[config.mk]
export PLATFORM = sky130hd
export DESIGN_NAME = score_keeper
export DESIGN_NICKNAME = d
export VERILOG_FILES = /design/src/rtl/score_keeper_pkg.sv /design/src/rtl/score_keeper_bcd_to_7seg.sv /design/src/rtl/score_keeper.sv
export SDC_FILE = /design/constraint.sdc
export NUM_CORES = 1
export LEC_CHECK = 0
export BUFFER_PORTS_ARGS = -buffer_cell sky130_fd_sc_hd__buf_4
export CORE_MARGIN = 5
export CORE_UTILIZATION = 45
export DETAILED_ROUTE_END_ITERATION = 7
export MAX_ROUTING_LAYER = met4
export PLACE_DENSITY_LB_ADDON = 0.25
export SLEW_MARGIN = 20
export SYNTH_ARGS = -nofsm -noshare
export SYNTH_HDL_FRONTEND = slang
export SYNTH_SLANG_ARGS = --single-unit
[constraint.sdc]
create_clock -name clk -period 2.9 [get_ports clk]
set_input_delay 0 -clock clk [delete_from_list [all_inputs] [get_ports clk]]
set_output_delay 0 -clock clk [all_outputs]
set_load 0.1 [all_outputs]
[src/rtl/score_keeper_pkg.sv]
// Shared types and constants for the score keeper: FSM states, winner codes,
// seven-segment glyphs and the BCD score arithmetic.
package score_keeper_pkg;

    localparam int unsigned SCORE_W  = 8;
    localparam int unsigned NIBBLE_W = 4;
    localparam int unsigned SEG_W    = 7;
    localparam int unsigned AN_W     = 4;
    localparam int unsigned IDX_W    = 2;

    typedef enum logic [1:0] {
        ST_IDLE = 2'b00,
        ST_PLAY = 2'b01,
        ST_OVER = 2'b10
    } state_e;

    localparam logic [1:0] WINNER_NONE = 2'b00;
    localparam logic [1:0] WINNER_P1   = 2'b01;
    localparam logic [1:0] WINNER_P2   = 2'b10;
    localparam logic [1:0] WINNER_BOTH = 2'b11;

    // Active-low glyphs, bit order {g,f,e,d,c,b,a}.
    localparam logic [SEG_W-1:0] SEG_0     = 7'h40;
    localparam logic [SEG_W-1:0] SEG_1     = 7'h79;
    localparam logic [SEG_W-1:0] SEG_2     = 7'h24;
    localparam logic [SEG_W-1:0] SEG_3     = 7'h30;
    localparam logic [SEG_W-1:0] SEG_4     = 7'h19;
    localparam logic [SEG_W-1:0] SEG_5     = 7'h12;
    localparam logic [SEG_W-1:0] SEG_6     = 7'h02;
    localparam logic [SEG_W-1:0] SEG_7     = 7'h78;
    localparam logic [SEG_W-1:0] SEG_8     = 7'h00;
    localparam logic [SEG_W-1:0] SEG_9     = 7'h10;
    localparam logic [SEG_W-1:0] SEG_BLANK = 7'h7F;

    // BCD +1 with ones-to-tens carry, saturating at 99.
    function automatic logic [SCORE_W-1:0] bcd_inc(input logic [SCORE_W-1:0] s);
        if (s == 8'h99) begin
            return 8'h99;
        end
        if (s[3:0] == 4'd9) begin
            return {s[7:4] + 4'd1, 4'd0};
        end
        return {s[7:4], s[3:0] + 4'd1};
    endfunction

    // Score after this cycle's events; a clear beats a simultaneous hit.
    function automatic logic [SCORE_W-1:0] next_score(input logic [SCORE_W-1:0] s,
                                                      input logic              inc,
                                                      input logic              clr);
        if (clr) begin
            return '0;
        end
        if (inc) begin
            return bcd_inc(s);
        end
        return s;
    endfunction

endpackage

[src/rtl/score_keeper_bcd_to_7seg.sv]
// BCD nibble to active-low seven-segment glyph; non-decimal codes blank.
module bcd_to_7seg
    import score_keeper_pkg::*;
(
    input  logic [NIBBLE_W-1:0] digit_i,
    output logic [SEG_W-1:0]    seg_c_o
);

    // Glyph lookup.
    always_comb begin
        seg_c_o = SEG_BLANK;
        case (digit_i)
            4'd0:    seg_c_o = SEG_0;
            4'd1:    seg_c_o = SEG_1;
            4'd2:    seg_c_o = SEG_2;
            4'd3:    seg_c_o = SEG_3;
            4'd4:    seg_c_o = SEG_4;
            4'd5:    seg_c_o = SEG_5;
            4'd6:    seg_c_o = SEG_6;
            4'd7:    seg_c_o = SEG_7;
            4'd8:    seg_c_o = SEG_8;
            4'd9:    seg_c_o = SEG_9;
            default: seg_c_o = SEG_BLANK;
        endcase
    end

endmodule

[src/rtl/score_keeper.sv]
// Two-player rally score keeper: edge-detected hit/miss events drive BCD
// scores through an IDLE/PLAY/OVER match FSM, shown on a 4-digit
// time-multiplexed seven-segment display.
module score_keeper
    import score_keeper_pkg::*;
#(
    parameter logic [7:0]  WIN_SCORE   = 8'h15,
    parameter int unsigned REFRESH_DIV = 100000
) (
    input  logic               clk,
    input  logic               rst,
    input  logic               start,
    input  logic               hit1,
    input  logic               hit2,
    input  logic               point_reset1,
    input  logic               point_reset2,
    output logic [SCORE_W-1:0] score1,
    output logic [SCORE_W-1:0] score2,
    output logic               game_over,
    output logic [1:0]         winner,
    output logic [AN_W-1:0]    an,
    output logic [SEG_W-1:0]   seg
);

    localparam int unsigned CNT_W = (REFRESH_DIV > 1) ? $clog2(REFRESH_DIV) : 1;

    logic start_s1_q, start_s2_q, start_q;
    logic hit1_q, hit2_q, pr1_q, pr2_q;
    logic start_ev_c, hit1_ev_c, hit2_ev_c, pr1_ev_c, pr2_ev_c;

    state_e             state_q, state_d;
    logic [SCORE_W-1:0] score1_q, score1_d, score2_q, score2_d;
    logic [1:0]         winner_q, winner_d;
    logic               game_over_q;

    logic [CNT_W-1:0]    cnt_q, cnt_d;
    logic [IDX_W-1:0]    idx_q, idx_d;
    logic [AN_W-1:0]     an_q;
    logic [SEG_W-1:0]    seg_q;
    logic [NIBBLE_W-1:0] nibble_c;
    logic [SEG_W-1:0]    seg_c;
    logic                win1_c, win2_c;

    // Start synchronizer plus previous-level copies for edge detection.
    always_ff @(posedge clk or posedge rst) begin
        if (rst) begin
            start_s1_q <= 1'b0;
            start_s2_q <= 1'b0;
            start_q    <= 1'b0;
            hit1_q     <= 1'b0;
            hit2_q     <= 1'b0;
            pr1_q      <= 1'b0;
            pr2_q      <= 1'b0;
        end else begin
            start_s1_q <= start;
            start_s2_q <= start_s1_q;
            start_q    <= start_s2_q;
            hit1_q     <= hit1;
            hit2_q     <= hit2;
            pr1_q      <= point_reset1;
            pr2_q      <= point_reset2;
        end
    end

    assign start_ev_c = start_s2_q & ~start_q;
    assign hit1_ev_c  = hit1 & ~hit1_q;
    assign hit2_ev_c  = hit2 & ~hit2_q;
    assign pr1_ev_c   = point_reset1 & ~pr1_q;
    assign pr2_ev_c   = point_reset2 & ~pr2_q;

    assign win1_c = (score1_q == WIN_SCORE);
    assign win2_c = (score2_q == WIN_SCORE);

    // Match FSM next-state and score/winner update.
    always_comb begin
        state_d  = state_q;
        score1_d = score1_q;
        score2_d = score2_q;
        winner_d = winner_q;
        case (state_q)
            ST_IDLE: begin
                if (start_ev_c) begin
                    state_d  = ST_PLAY;
                    score1_d = '0;
                    score2_d = '0;
                    winner_d = WINNER_NONE;
                end
            end
            ST_PLAY: begin
                // A score sitting at the target decides the match; no more scoring.
                if (win1_c || win2_c) begin
                    state_d = ST_OVER;
                    if (win1_c && win2_c) begin
                        winner_d = WINNER_BOTH;
                    end else if (win1_c) begin
                        winner_d = WINNER_P1;
                    end else begin
                        winner_d = WINNER_P2;
                    end
                end else begin
                    score1_d = next_score(score1_q, hit1_ev_c, pr1_ev_c);
                    score2_d = next_score(score2_q, hit2_ev_c, pr2_ev_c);
                end
            end
            ST_OVER: begin
                if (start_ev_c) begin
                    state_d  = ST_PLAY;
                    score1_d = '0;
                    score2_d = '0;
                    winner_d = WINNER_NONE;
                end
            end
            default: begin
                state_d = ST_IDLE;
            end
        endcase
    end

    // Match state, scores and winner registers.
    always_ff @(posedge clk or posedge rst) begin
        if (rst) begin
            state_q     <= ST_IDLE;
            score1_q    <= '0;
            score2_q    <= '0;
            winner_q    <= WINNER_NONE;
            game_over_q <= 1'b0;
        end else begin
            state_q     <= state_d;
            score1_q    <= score1_d;
            score2_q    <= score2_d;
            winner_q    <= winner_d;
            game_over_q <= (state_d == ST_OVER);
        end
    end

    // Refresh counter and digit index for the display multiplexer.
    always_comb begin
        cnt_d = cnt_q + CNT_W'(1);
        idx_d = idx_q;
        if (cnt_q == CNT_W'(REFRESH_DIV - 1)) begin
            cnt_d = '0;
            idx_d = idx_q + 2'd1;
        end
    end

    // Nibble for the next digit slot, taken from next-cycle scores so seg lines up with an.
    always_comb begin
        nibble_c = score1_d[3:0];
        case (idx_d)
            2'd0:    nibble_c = score1_d[3:0];
            2'd1:    nibble_c = score1_d[7:4];
            2'd2:    nibble_c = score2_d[3:0];
            default: nibble_c = score2_d[7:4];
        endcase
    end

    bcd_to_7seg u_bcd_to_7seg (
        .digit_i (nibble_c),
        .seg_c_o (seg_c)
    );

    // Display registers.
    always_ff @(posedge clk or posedge rst) begin
        if (rst) begin
            cnt_q <= '0;
            idx_q <= '0;
            an_q  <= 4'b1110;
            seg_q <= SEG_0;
        end else begin
            cnt_q <= cnt_d;
            idx_q <= idx_d;
            an_q  <= ~(AN_W'(1) << idx_d);
            seg_q <= seg_c;
        end
    end

    assign score1    = score1_q;
    assign score2    = score2_q;
    assign game_over = game_over_q;
    assign winner    = winner_q;
    assign an        = an_q;
    assign seg       = seg_q;

endmodule

==> metrics.csv <==
metric,value,unit
grt_max_degree,40,
dieArea,9330,sq um
post-route-util,66.9,%
multi_input_area,2100,sq um
critical_path.endpoint_type,flop,
dp_hpwl,6670,um
start_kind,flop,
path_cells,"ha_4, nor4bb_4, and3b_4, buf_6, buf_12, nor2_4, a31oi_4, a22o_1, a21o_1, a211o_4, ha_1, inv_1, mux2i_1, a21oi_1",
first_global_vias,3042,
p_per_area,641,nW/um^2
antenna_found_initial,0,
ys_warn_count,0,
grt_pass1_wl,15200,um
r2r_end,seg[3],
syn_area_per_cell,9.46,sq um
ctsLongestPathBuffers,2,
finalClockSkew,0.0124,ns
coreArea,7290,sq um
dp.cells,533,
routed_wl,9140,um
numCtsBuffers,9,
setup_ws,-0.111,ns
hp-class,input port to async pin,
place_congestion,0.973,
fp-row-count,31,
diodes,0,
yosys_register_bits,58,
max_clock_freq,332,MHz
rr_worst_depth,14,
worstPathArrival,3.22,ns
via_per_inst,5.54,
portBuffers,36,
violations,setup timing,
crit_type,flop to flop,
pre_cts_ws,-0.244,ns
htree_levels,3,
worst_slew_pin_slew,0.513,ns
hold_violations,0,
grt_overflow,0,
firstDrtPassIters,7,
slowest_stage,dfrtp_2,
insertion_delay,0.33,ns
cp-endpoint,seg[3],
routedWlPerCell,16.1,um
min_period_over_period,104,%
fin_crit,3.01,ns
drv_slew,0,
fin_cells,569,
power_leakage,2.24,nW
num_vias,3151,
remaining_drc_errors,0,
synthFlopType,dfrtp_1,
setup_viol,4,
rsz0062_at_grt,true,
mappedNetlistNets,378,
die_w,96.6,um
cts_tree,done,
vdd_drop_max,0.356,mV
grt_usage,20.3,%
netlist_instances,357,
start_util,46.3,%
cap_violations,0,
cts.sinks,58,
ios,37,
netlist_area,3380,sq um
drive_gt1_share,41.1,%
first_iter_violations,227,
synth_edf_count,0,
status,"complete, but fails checks",
final_nets,486,
die_h,96.6,um
cp.required,3.11,ns
cp_max_fo,5,
cts.clk_slew.worst_paths,0.07,ns
cp-startpoint,score1[4],
ant_nets,0,
regArea,1470,sq um
rr_startpoint,score1[4],
slew_headroom,65.5,%
ys_seq_area_share,43.1,%
r2r_slack,-0.11,ns
area_growth,44.6,%
nFillCells,595,
yosysUniqueCellTypes,69,
async_flop_share,100,%
critPathMaxStageDelay,0.42,ns
root_buffer,clkbuf_8,
-- cells in the mapped netlist (2+ instances only) --
cell	count	share of area (%)
dfrtp_1	54	40
nand2_1	33	3.7
nor2_1	28	3.1
nand3_1	18	2.7
ha_1	14	5.2
inv_1	14	1.6
a21oi_1	13	1.9
o21ai_0	13	1.9
a31oi_1	10	1.9
nor3_1	10	1.5
nor4_1	10	1.9
nand2b_1	9	1.7
nor2b_1	9	1.7
xor2_1	9	2.3
clkbuf_1	8	0.89
xnor2_1	7	1.8
nand3b_1	5	1.1
nand4_1	5	0.93
and2_1	4	0.74
and3_1	4	0.74
dfstp_2	4	3.1
mux2i_1	4	1.2
o31ai_1	4	0.89
or3_1	4	0.74
a211o_1	3	0.78
a21o_1	3	0.67
and3b_1	3	0.78
buf_2	3	0.44
o21bai_1	3	0.67
or2_2	3	0.56
a2111oi_0	2	0.52
and4_1	2	0.52
buf_4	2	0.44
nor4b_1	2	0.52
o211ai_1	2	0.44
o221ai_1	2	0.52
or4_1	2	0.44
-- per-stage QoR --
| step | area (sq um) | hold slack, ns | total power (W) | TNS (ns) |
|---|---|---|---|---|
| global route | 4880 | 0.247 | 0.00327 | -1.24 |
| floorplan | 3490 | 0.0314 | 0.00182 | -1.16 |
| detailed placement | 4230 | 0.0257 | 0.00218 | -1.28 |
| CTS | 4750 | 0.211 | 0.00310 | -0.0771 |
| global placement | 4230 | 0.0257 | 0.00216 | -1.42 |
| finish | 4880 | 0.208 | 0.00313 | -0.231 |
-- cell type report --
type	instances	share of cell area [%]
Multi-Input combinational cell	269	43.1
Sequential cell	58	30.2
Timing Repair Buffer	111	18.4
Clock buffer	10	2.82
Tap cell	99	2.54
Clock inverter	6	1.64
Inverter	16	1.33
-- how the worst min path moves through the flow --
stage	startpoint	endpoint	cells after the start
2_1_floorplan	hit1	hit1_q	0
3_3_place_gp	rst	seg[1]	2
3_5_place_dp	rst	seg[1]	2
4_1_cts	rst	seg[1]	3
5_1_grt	rst	seg[1]	3
6_report	rst	seg[1]	3
-- layer usage --
metal  part of all wire, %  track usage, %  routed length [um]
met2                    49            32.4                4510
met5                     0               -                   0
met4                   2.5            6.70                 224
met3                   5.0            4.68                 453
met1                    43            25.6                3950
-- flip-flops by register name, indices dropped and copies added (netlist names), 2 cells and up --
| register | count |
|---|---|
| an | 4 |
| cnt_q | 17 |
| idx_q | 2 |
| score1 | 8 |
| score2 | 8 |
| seg | 7 |
| state_q | 2 |
| winner | 2 |
-- report_power, final --
group          total (W)  internal [W]  switching, W
clock network   0.000819      0.000501      0.000318
registers       0.000931      0.000891     0.0000399
logic            0.00138      0.000460      0.000919
-- cells by family (layout without fill, tap and decap cells) --
family | count (synthesis) | in the layout | share of synthesized area, %
XOR/XNOR | 16 | 16 | 4.15
AO/OA/AOI/OAI | 76 | 76 | 16.2
flip-flops | 58 | 58 | 43.1
buffers and inverters | 30 | 143 | 4.04
multiplexers | 5 | 5 | 1.63
adder cells (fa/ha/maj) | 14 | 14 | 5.19
AND/OR/NAND/NOR | 158 | 158 | 25.6
-- worst max-delay path, delay by kind of cell, from the launching register on --
family                   cells  cell delay (ns)
AO/OA/AOI/OAI                5             1.00
AND/OR/NAND/NOR              3             0.57
adder cells (fa/ha/maj)      2             0.47
flip-flops                   1             0.42
buffers and inverters        3             0.29
multiplexers                 1             0.14
-- cells in the final DEF (no fill, tap or decap), drive strengths merged, types with 14 or more instances in the layout --
cell / synthesis / layout
buf: 6 / 105
inv: 15 / 15
a21oi: 14 / 14
dfrtp: 54 / 54
ha: 14 / 14
nand2: 33 / 33
nand3: 18 / 18
nor2: 28 / 28
o21ai: 14 / 14
-- what timing repair did --
| item | 4_1_cts | 5_1_grt |
|---|---|---|
| hold buffers | 6 | 0 |
| endpoints found under the hold margin | 24 | 0 |
| setup endpoints to repair | 7 | 7 |
| buffers inserted | 10 | 6 |
| pin swaps | 16 | 20 |
| resized for setup | 32 | 19 |
(Power assumes the default switching activity.)
